**config.mk**
```make
export PLATFORM = sky130hd
export DESIGN_NAME = wb_arbiter
export DESIGN_NICKNAME = d
export VERILOG_FILES = /design/src/rtl/wb_arbiter_pkg.sv /design/src/rtl/wb_arbiter_rr_pick.sv /design/src/rtl/wb_arbiter.sv
export SDC_FILE = /design/constraint.sdc
export NUM_CORES = 1
export LEC_CHECK = 0
export ABC_CLOCK_PERIOD_IN_PS = 2100
export CAP_MARGIN = 20
export CORE_AREA = 2 2 112 114
export CTS_BUF_LIST = sky130_fd_sc_hd__clkbuf_4
export DETAILED_ROUTE_END_ITERATION = 10
export DIE_AREA = 0 0 114 116
export PLACE_DENSITY = 0.69
export SYNTH_ARGS = -nofsm -noshare
export SYNTH_HDL_FRONTEND = slang
export SYNTH_SLANG_ARGS = --single-unit
```
**constraint.sdc**
```tcl
create_clock -name clk_i -period 2.1 [get_ports clk_i]
set_clock_uncertainty 0.15 [all_clocks]
set_input_delay 0.21 -clock clk_i [delete_from_list [all_inputs] [get_ports clk_i]]
set_output_delay 0.21 -clock clk_i [all_outputs]
set_load 0.02 [all_outputs]
```
**src/rtl/wb_arbiter_pkg.sv**
```systemverilog
// wb_arbiter_pkg: arbiter state encoding and Wishbone width constants
package wb_arbiter_pkg;
  localparam int ADR_W = 32;
  localparam int DAT_W = 32;
  localparam int SEL_W = 4;
  typedef enum logic [1:0] {ST_IDLE, ST_GRANT, ST_TIMEOUT, ST_RELEASE} state_t;
endpackage

```
**src/rtl/wb_arbiter_rr_pick.sv**
```systemverilog
// wb_arbiter_rr_pick: combinational round-robin select, first requester after i_last
module wb_arbiter_rr_pick #(
  parameter int N = 2
) (
  input  logic [N-1:0]         i_req,
  input  logic [$clog2(N)-1:0] i_last,
  output logic [N-1:0]         o_gnt,
  output logic [$clog2(N)-1:0] o_idx,
  output logic                 o_valid
);
  localparam int IW = $clog2(N);
  logic [IW-1:0] w_k;
  always_comb begin
    o_idx = '0;
    w_k = '0;
    for (int i = N; i >= 1; i--) begin
      w_k = IW'((int'(i_last) + i) % N);
      if (i_req[w_k]) o_idx = w_k;
    end
    o_valid = |i_req;
    o_gnt = o_valid ? N'(1) << o_idx : '0;
  end
endmodule

```
**src/rtl/wb_arbiter.sv**
```systemverilog
// wb_arbiter: round-robin Wishbone B4 classic arbiter with slave watchdog
module wb_arbiter
  import wb_arbiter_pkg::*;
#(
  parameter int NUM_MASTERS    = 2,
  parameter int TIMEOUT_CYCLES = 255
) (
  input  logic                         clk_i,
  input  logic                         rst_n_i,
  input  logic [NUM_MASTERS-1:0]       m_cyc_i,
  input  logic [NUM_MASTERS-1:0]       m_stb_i,
  input  logic [NUM_MASTERS-1:0]       m_we_i,
  input  logic [ADR_W*NUM_MASTERS-1:0] m_adr_i,
  input  logic [DAT_W*NUM_MASTERS-1:0] m_dat_i,
  input  logic [SEL_W*NUM_MASTERS-1:0] m_sel_i,
  output logic [DAT_W-1:0]             m_dat_o,
  output logic [NUM_MASTERS-1:0]       m_ack_o,
  output logic [NUM_MASTERS-1:0]       m_err_o,
  output logic [NUM_MASTERS-1:0]       m_rty_o,
  output logic                         s_cyc_o,
  output logic                         s_stb_o,
  output logic                         s_we_o,
  output logic [ADR_W-1:0]             s_adr_o,
  output logic [DAT_W-1:0]             s_dat_o,
  output logic [SEL_W-1:0]             s_sel_o,
  input  logic [DAT_W-1:0]             s_dat_i,
  input  logic                         s_ack_i,
  input  logic                         s_err_i,
  input  logic                         s_rty_i,
  output logic [NUM_MASTERS-1:0]       grant_o,
  output logic                         timeout_o
);
  localparam int N  = NUM_MASTERS;
  localparam int IW = $clog2(N);
  localparam int WW = TIMEOUT_CYCLES > 0 ? $clog2(TIMEOUT_CYCLES + 1) : 1;
  state_t        r_state;
  logic [N-1:0]  r_grant;
  logic [IW-1:0] r_idx;
  logic [IW-1:0] r_last;
  logic [WW-1:0] r_wd;
  logic [N-1:0]  w_gnt;
  logic [IW-1:0] w_idx;
  logic          w_valid;
  logic          w_act;
  logic          w_term;
  logic          w_wd_hit;
  wb_arbiter_rr_pick #(.N(N)) u_pick (
    .i_req   (m_cyc_i),
    .i_last  (r_last),
    .o_gnt   (w_gnt),
    .o_idx   (w_idx),
    .o_valid (w_valid)
  );
  assign w_act    = r_state == ST_GRANT;
  assign w_term   = s_ack_i | s_err_i | s_rty_i;
  assign w_wd_hit = TIMEOUT_CYCLES != 0 && r_wd == WW'(TIMEOUT_CYCLES - 1);
  assign s_cyc_o   = w_act & m_cyc_i[r_idx];
  assign s_stb_o   = w_act & m_stb_i[r_idx];
  assign s_we_o    = m_we_i[r_idx];
  assign s_adr_o   = m_adr_i[ADR_W*r_idx +: ADR_W];
  assign s_dat_o   = m_dat_i[DAT_W*r_idx +: DAT_W];
  assign s_sel_o   = m_sel_i[SEL_W*r_idx +: SEL_W];
  assign m_dat_o   = s_dat_i;
  assign m_ack_o   = w_act & s_ack_i ? r_grant : '0;
  assign m_err_o   = (w_act & s_err_i) | (r_state == ST_TIMEOUT) ? r_grant : '0;
  assign m_rty_o   = w_act & s_rty_i ? r_grant : '0;
  assign grant_o   = r_grant;
  assign timeout_o = r_state == ST_TIMEOUT;
  // watchdog falls back to zero on every path that does not explicitly hold or advance it
  always_ff @(posedge clk_i or negedge rst_n_i)
    if (!rst_n_i) begin
      r_state <= ST_IDLE;
      r_grant <= '0;
      r_idx   <= '0;
      r_last  <= IW'(N - 1);
      r_wd    <= '0;
    end else begin
      r_wd <= '0;
      case (r_state)
        ST_IDLE: if (w_valid) begin
          r_state <= ST_GRANT;
          r_grant <= w_gnt;
          r_idx   <= w_idx;
          r_last  <= w_idx;
        end
        ST_GRANT: if (!m_cyc_i[r_idx]) begin
          r_state <= ST_IDLE;
          r_grant <= '0;
        end else if (!w_term && m_stb_i[r_idx] && w_wd_hit) r_state <= ST_TIMEOUT;
        else if (!w_term) r_wd <= m_stb_i[r_idx] && r_wd != '1 ? r_wd + 1'b1 : r_wd;
        ST_TIMEOUT: r_state <= ST_RELEASE;
        default: if (!m_cyc_i[r_idx]) begin
          r_state <= ST_IDLE;
          r_grant <= '0;
        end
      endcase
    end
endmodule

```
After elaboration in Yosys (flattened, before gate mapping) --
Index checks and enable logic that the tools add are counted.
Word-level totals: input bits 179, register bits after elaboration 14, word-level logic and storage cells 69, output and inout bits 112
Operators by class: bitwise operators 9, $add $sub $neg 3, multiplexer cells 27, shifts and indexed selects 4, magnitude comparators 3, eq/ne operators 9, reductions and logical operators 9
Operators with widths (count):
- $shiftx A64 B7 Y32 | 2
- $mux W8 | 5
- $mux W2 | 8
- $mux W1 | 12
- $add A8 B1 Y8 const B | 1
- $eq A8 B8 Y1 const B | 1
- $ne A8 B8 Y1 const B | 1
- $shiftx A8 B4 Y4 | 1
- $lt A1 B2 Y1 const B | 3
- $pmux W2 S3 | 1
- $reduce_and A3 Y1 | 2
- $and A1 B1 Y1 | 5
- $ne A5 B3 Y1 const B | 1
- $ne A2 B1 Y1 const B | 2
- $ne A4 B3 Y1 const B | 1
- $pmux W2 S2 | 1
- $logic_and A1 B1 Y1 | 3
- $ne A3 B2 Y1 const B | 1
- $or A1 B1 Y1 | 3
- $add A1 B1 Y1 const B | 2
- $eq A2 B1 Y1 const B | 1
- $eq A2 B2 Y1 const B | 1
- $logic_not A2 Y1 | 1
- $reduce_and A2 Y1 | 1
- other kinds (4) | 4

Depth between registers and ports, before layout --
depth in word-level cells 8, mapped depth 6

By module --
A second synthesis with hierarchy kept.
Second synthesis, totals: cell total of the unflattened synthesis 212, area, all modules 1956.9 um^2
By module, submodules not included:
- wb_arbiter | cells an instance 207, times used 1, area an instance 1924.3 um^2
- wb_arbiter_rr_pick | cells an instance 5, times used 1, area an instance 32.5 um^2

Worst setup path after synthesis --
Ideal clock, no wire load.
kind register to register, start point register r_state[1], end point register r_wd[2], data required time 1869 ps, buffers on the path 0, setup slack 509 ps, cell stages (with the launch flop) 6, arrival time 1360 ps, library setup time 81 ps, cell sequence dfrtp_1 inv_1 ha_1 nor2b_4 o211ai_4 nor3_2
On the way: cells in the longest elaborated chain, start to end 2
RTL lines:
- from (decl) | RTL line wb_arbiter.sv:36 | state_t r_state;
- from (signal assigned) | RTL line wb_arbiter.sv:72 | r_state <= ST_IDLE;
- from (signal assigned) | RTL line wb_arbiter.sv:81 | r_state <= ST_GRANT;
- from (signal assigned) | RTL line wb_arbiter.sv:87 | r_state <= ST_IDLE;
- $eq A2 B1 Y1 (*) | RTL line wb_arbiter.sv:79 | case (r_state)
- $ne A5 B3 Y1 (no line) / $mux W8 (equally long branches)
- to (signal assigned) | RTL line wb_arbiter.sv:90 | else if (!w_term) r_wd <= m_stb_i[r_idx] && r_wd != '1 ? r_wd + 1'b1 : r_wd;
- to (decl) | RTL line wb_arbiter.sv:40 | logic [WW-1:0] r_wd;
Mark *: on every way between the ends. The rest lies on a longest branch, timed or not. A chain may end at the register's enable or synchronous reset.

Final worst setup path --
start point register r_idx, end point output s_sel_o[0]
On the way: cells in the longest elaborated chain, start to end 1
RTL lines:
- from (decl) | RTL line wb_arbiter.sv:38 | logic [IW-1:0] r_idx;
- from (signal assigned) | RTL line wb_arbiter.sv:83 | r_idx <= w_idx;
- $shiftx A8 B4 Y4 | RTL line wb_arbiter.sv:62 | assign s_sel_o = m_sel_i[SEL_W*r_idx +: SEL_W];
- to (decl) | RTL line wb_arbiter.sv:25 | output logic [SEL_W-1:0] s_sel_o,
No other way between the ends.

==> run_results.csv <==
group,metric,value,unit
run_status,status,"finished clean",
placed_design,hpwl,8810,um
floorplan,die-area,13200,um2
synthesis,syn-instance-count,207,
pwr,p_clk_share,4.1,%
pwr,power.leakage,0.00177,uW
floorplan,rows,40,
synthesis,syn_area_per_cell,9.94,um2
synthesis,synth_nets,392,
pwr,p_sw_share,47.3,%
pwr,p_per_area,881,nW/um2
finish,area_growth,108,%
floorplan,io_pins,291,
detailed_routing,initialDrtViolationCount,74,
worst_setup_path,crit_arrival,1.70,ns
clock_network,cts_tree,"yes",
clock_network,clock_path_buffers,2,
pwr,pwr-share-comb,85.6,%
pwr,internal_power,1990,uW
sta,period_minus_slack,2.06,ns
placed_design,gp_congestion,0.791,
detailed_routing,antenna_left,0,
synthesis,synth_top_area_share,38.3,%
clock_network,postCtsHoldBufs,0,
pwr,power.share.sequential,10.3,%
global_route,overflow,0,
detailed_routing,routed_wl,10400,um
sta,maxSlewHeadroom,56.1,%
floorplan,core,11900,um2
placed_design,dp_cells,546,
synthesis,synth_seq_cells,14,
worst_setup_path,worst_ep_required_time,1.74,ns
clock_network,cts_made_buffers,3,
detailed_routing,drt-wirelength-per-cell,18.8,um
pwr,p_switching,1780,uW
placed_design,portBuffers,226,
floorplan,initial_utilization,17.3,%
run,drv_cap,0,
floorplan,fp.dieW,114,um
sta,maxSlewViolCount,0,
synthesis,post-synth-top-area-cell,"mux2_2",
synthesis,async_flop_share,100,%
worst_setup_path,crit_fanout,21,
synthesis,synth-edff-count,0,
sta,setup_viol,0,
synthesis,synthTopCellsByCount,"mux2_2 (70), buf_4 (32), dfrtp_1 (13)",
synthesis,ys_types,41,
synthesis,synth_warnings,0,
worst_setup_path,endpoint_kind,"output port",
finish,final_nets,593,
finish,final_cells,554,
sta,hold_viol_final,0,
global_route,grt_pass1_vias,2438,
floorplan,die_h,116,um
synthesis,yosysSeqAreaShare,17.1,%
sta,clock.fmax,485,MHz
detailed_routing,drcViolationCount,0,
clock_network,htree_levels,1,
synthesis,ys.flop_type,"dfrtp_1",
worst_setup_path,crit_type,"flip-flop to output port",
synthesis,synth.most_common_cell,"mux2_2",
pwr,vdd_drop_max,0.389,mV
global_route,grt_antenna_before_repair,0,
detailed_routing,detail_route.first_pass.iterations,4,
global_route,grt_pass1_wl,14200,um
global_route,grt_max_degree,43,
sta,period_share,98.2,%
finish,layout-drive-gt1-share,31.4,%
global_route,grt_use_total,14.2,%
clock_network,clk_pin_slew,0.09,ns
finish,n_antenna_cell,0,
clock_network,clock_latency,0.27,ns
clock_network,clock_sinks,14,
detailed_routing,num_vias,2362,
worst_setup_path,start_kind,"flip-flop",
synthesis,synth_area_leaders,"mux2_2 (38%), dfrtp_1 (16%), buf_4 (12%), ha_1 (3.6%), nor3_2 (2.9%)",
min_path,hp-class,"input pin to async pin",
detailed_routing,routed_via_density,4.26,
synthesis,syn_area,2060,um2
sta,worstMarginPinSlew,0.657,ns
sta,rsz0062_at_grt,"yes",
pwr,p_total,3770,uW
clock_network,cts_root_buffer,"clkbuf_4",
-- layout make-up --
class	instances	area (um2)
Tap cell	147	184
Sequential cell	14	353
Timing Repair Buffer	236	2280
Inverter	5	18.8
Fill cell	1215	7630
Clock buffer	3	22.5
Multi-Input combinational cell	148	1410
Clock inverter	1	3.75
-- layout by cell type (no fill, tap or decap), types with 3 or more instances in the layout --
master	count
mux2_2	70
buf_4	16
inv_1	5
o21ai_0	3
clkbuf_4	3
nor3_2	6
a21oi_1	7
ha_1	5
clkdlybuf4s15_1	22
dfrtp_1	12
nand2_1	4
dlygate4sd2_1	32
clkdlybuf4s50_1	148
and3_1	6
buf_12	3
clkbuf_2	12
nor2_1	9
mux2i_1	3
nand3_1	3
-- registers in the layout, indices dropped and copies added (netlist names) --
register	count
r_state	2
r_last	1
grant_o	2
r_wd	8
r_idx	1
-- repair_timing --
item / in CTS / in global routing
resized for setup: 68 / 47
hold endpoints to repair: 0 / 0
buffers inserted: 0 / 2
endpoints found under the setup margin: 66 / 11
cloned: 0 / 2
-- worst max-delay path, stage by stage (launching register included) --
cell and delay (ns):
dfrtp_2 0.42, buf_12 0.13, buf_12 0.17, mux2_2 0.36
dlygate4sd2_1 0.33
-- stage by stage --
| step | hold slack (ns) | utilization (%) | cell area, um2 | setup TNS [ns] | setup WS [ns] |
|---|---|---|---|---|---|
| 2_1_floorplan | -0.236 | - | 2060 | 0 | 0.509 |
| 3_3_place_gp | 0.270 | 35.8 | 4260 | 0 | 0.100 |
| 3_5_place_dp | 0.270 | 35.8 | 4260 | 0 | 0.0932 |
| 4_1_cts | 0.210 | 35.4 | 4220 | 0 | 0.00580 |
| 5_1_grt | 0.232 | 35.9 | 4280 | -0.127 | -0.0265 |
| 6_report | 0.184 | 35.9 | 4280 | 0 | 0.0371 |
-- per-layer routing --
metal	wire length [um]	share of wire (%)	track usage [%]
met2	5290	51	26.1
met4	65	0.63	1.14
met1	4300	41	17.7
met5	0	0	0
met3	728	7.0	3.03
-- cells by family after synthesis --
group / after synthesis / synth area share [%]
AOI/OAI and AO/OA: 22 / 8.88
and+or+nand+nor: 43 / 13.3
DFF: 14 / 17.1
muxes: 76 / 41.8
xor gates and xnor gates: 1 / 0.426
buffers and inverters: 45 / 14.8
adders and majority gates: 6 / 3.65
-- power groups by stage --
stage / Clock (uW) / Combinational (uW) / Sequential (uW)
2_1_floorplan: 0 / 1870 / 383
3_3_place_gp: 0 / 3300 / 385
3_5_place_dp: 0 / 3310 / 391
4_1_cts: 165 / 3050 / 387
5_1_grt: 183 / 3400 / 399
6_report: 154 / 3230 / 388
-- path summary, 6_finish.rpt --
path / slack, ns / to / cells past startpoint / start
max: 0.04 / s_sel_o[0] / 4 / r_idx
min: 0.18 / r_wd[4] / 1 / rst_n_i
max reg2reg: 0.24 / r_state[0] / 7 / r_idx
min reg2reg: 0.40 / r_last / 2 / r_last
max in group asynchronous: 1.16 / r_idx / 1 / rst_n_i
min in group clk_i: 0.27 / m_dat_o[13] / 0 / s_dat_i[13]
Power figures use the tool's default switching activity.
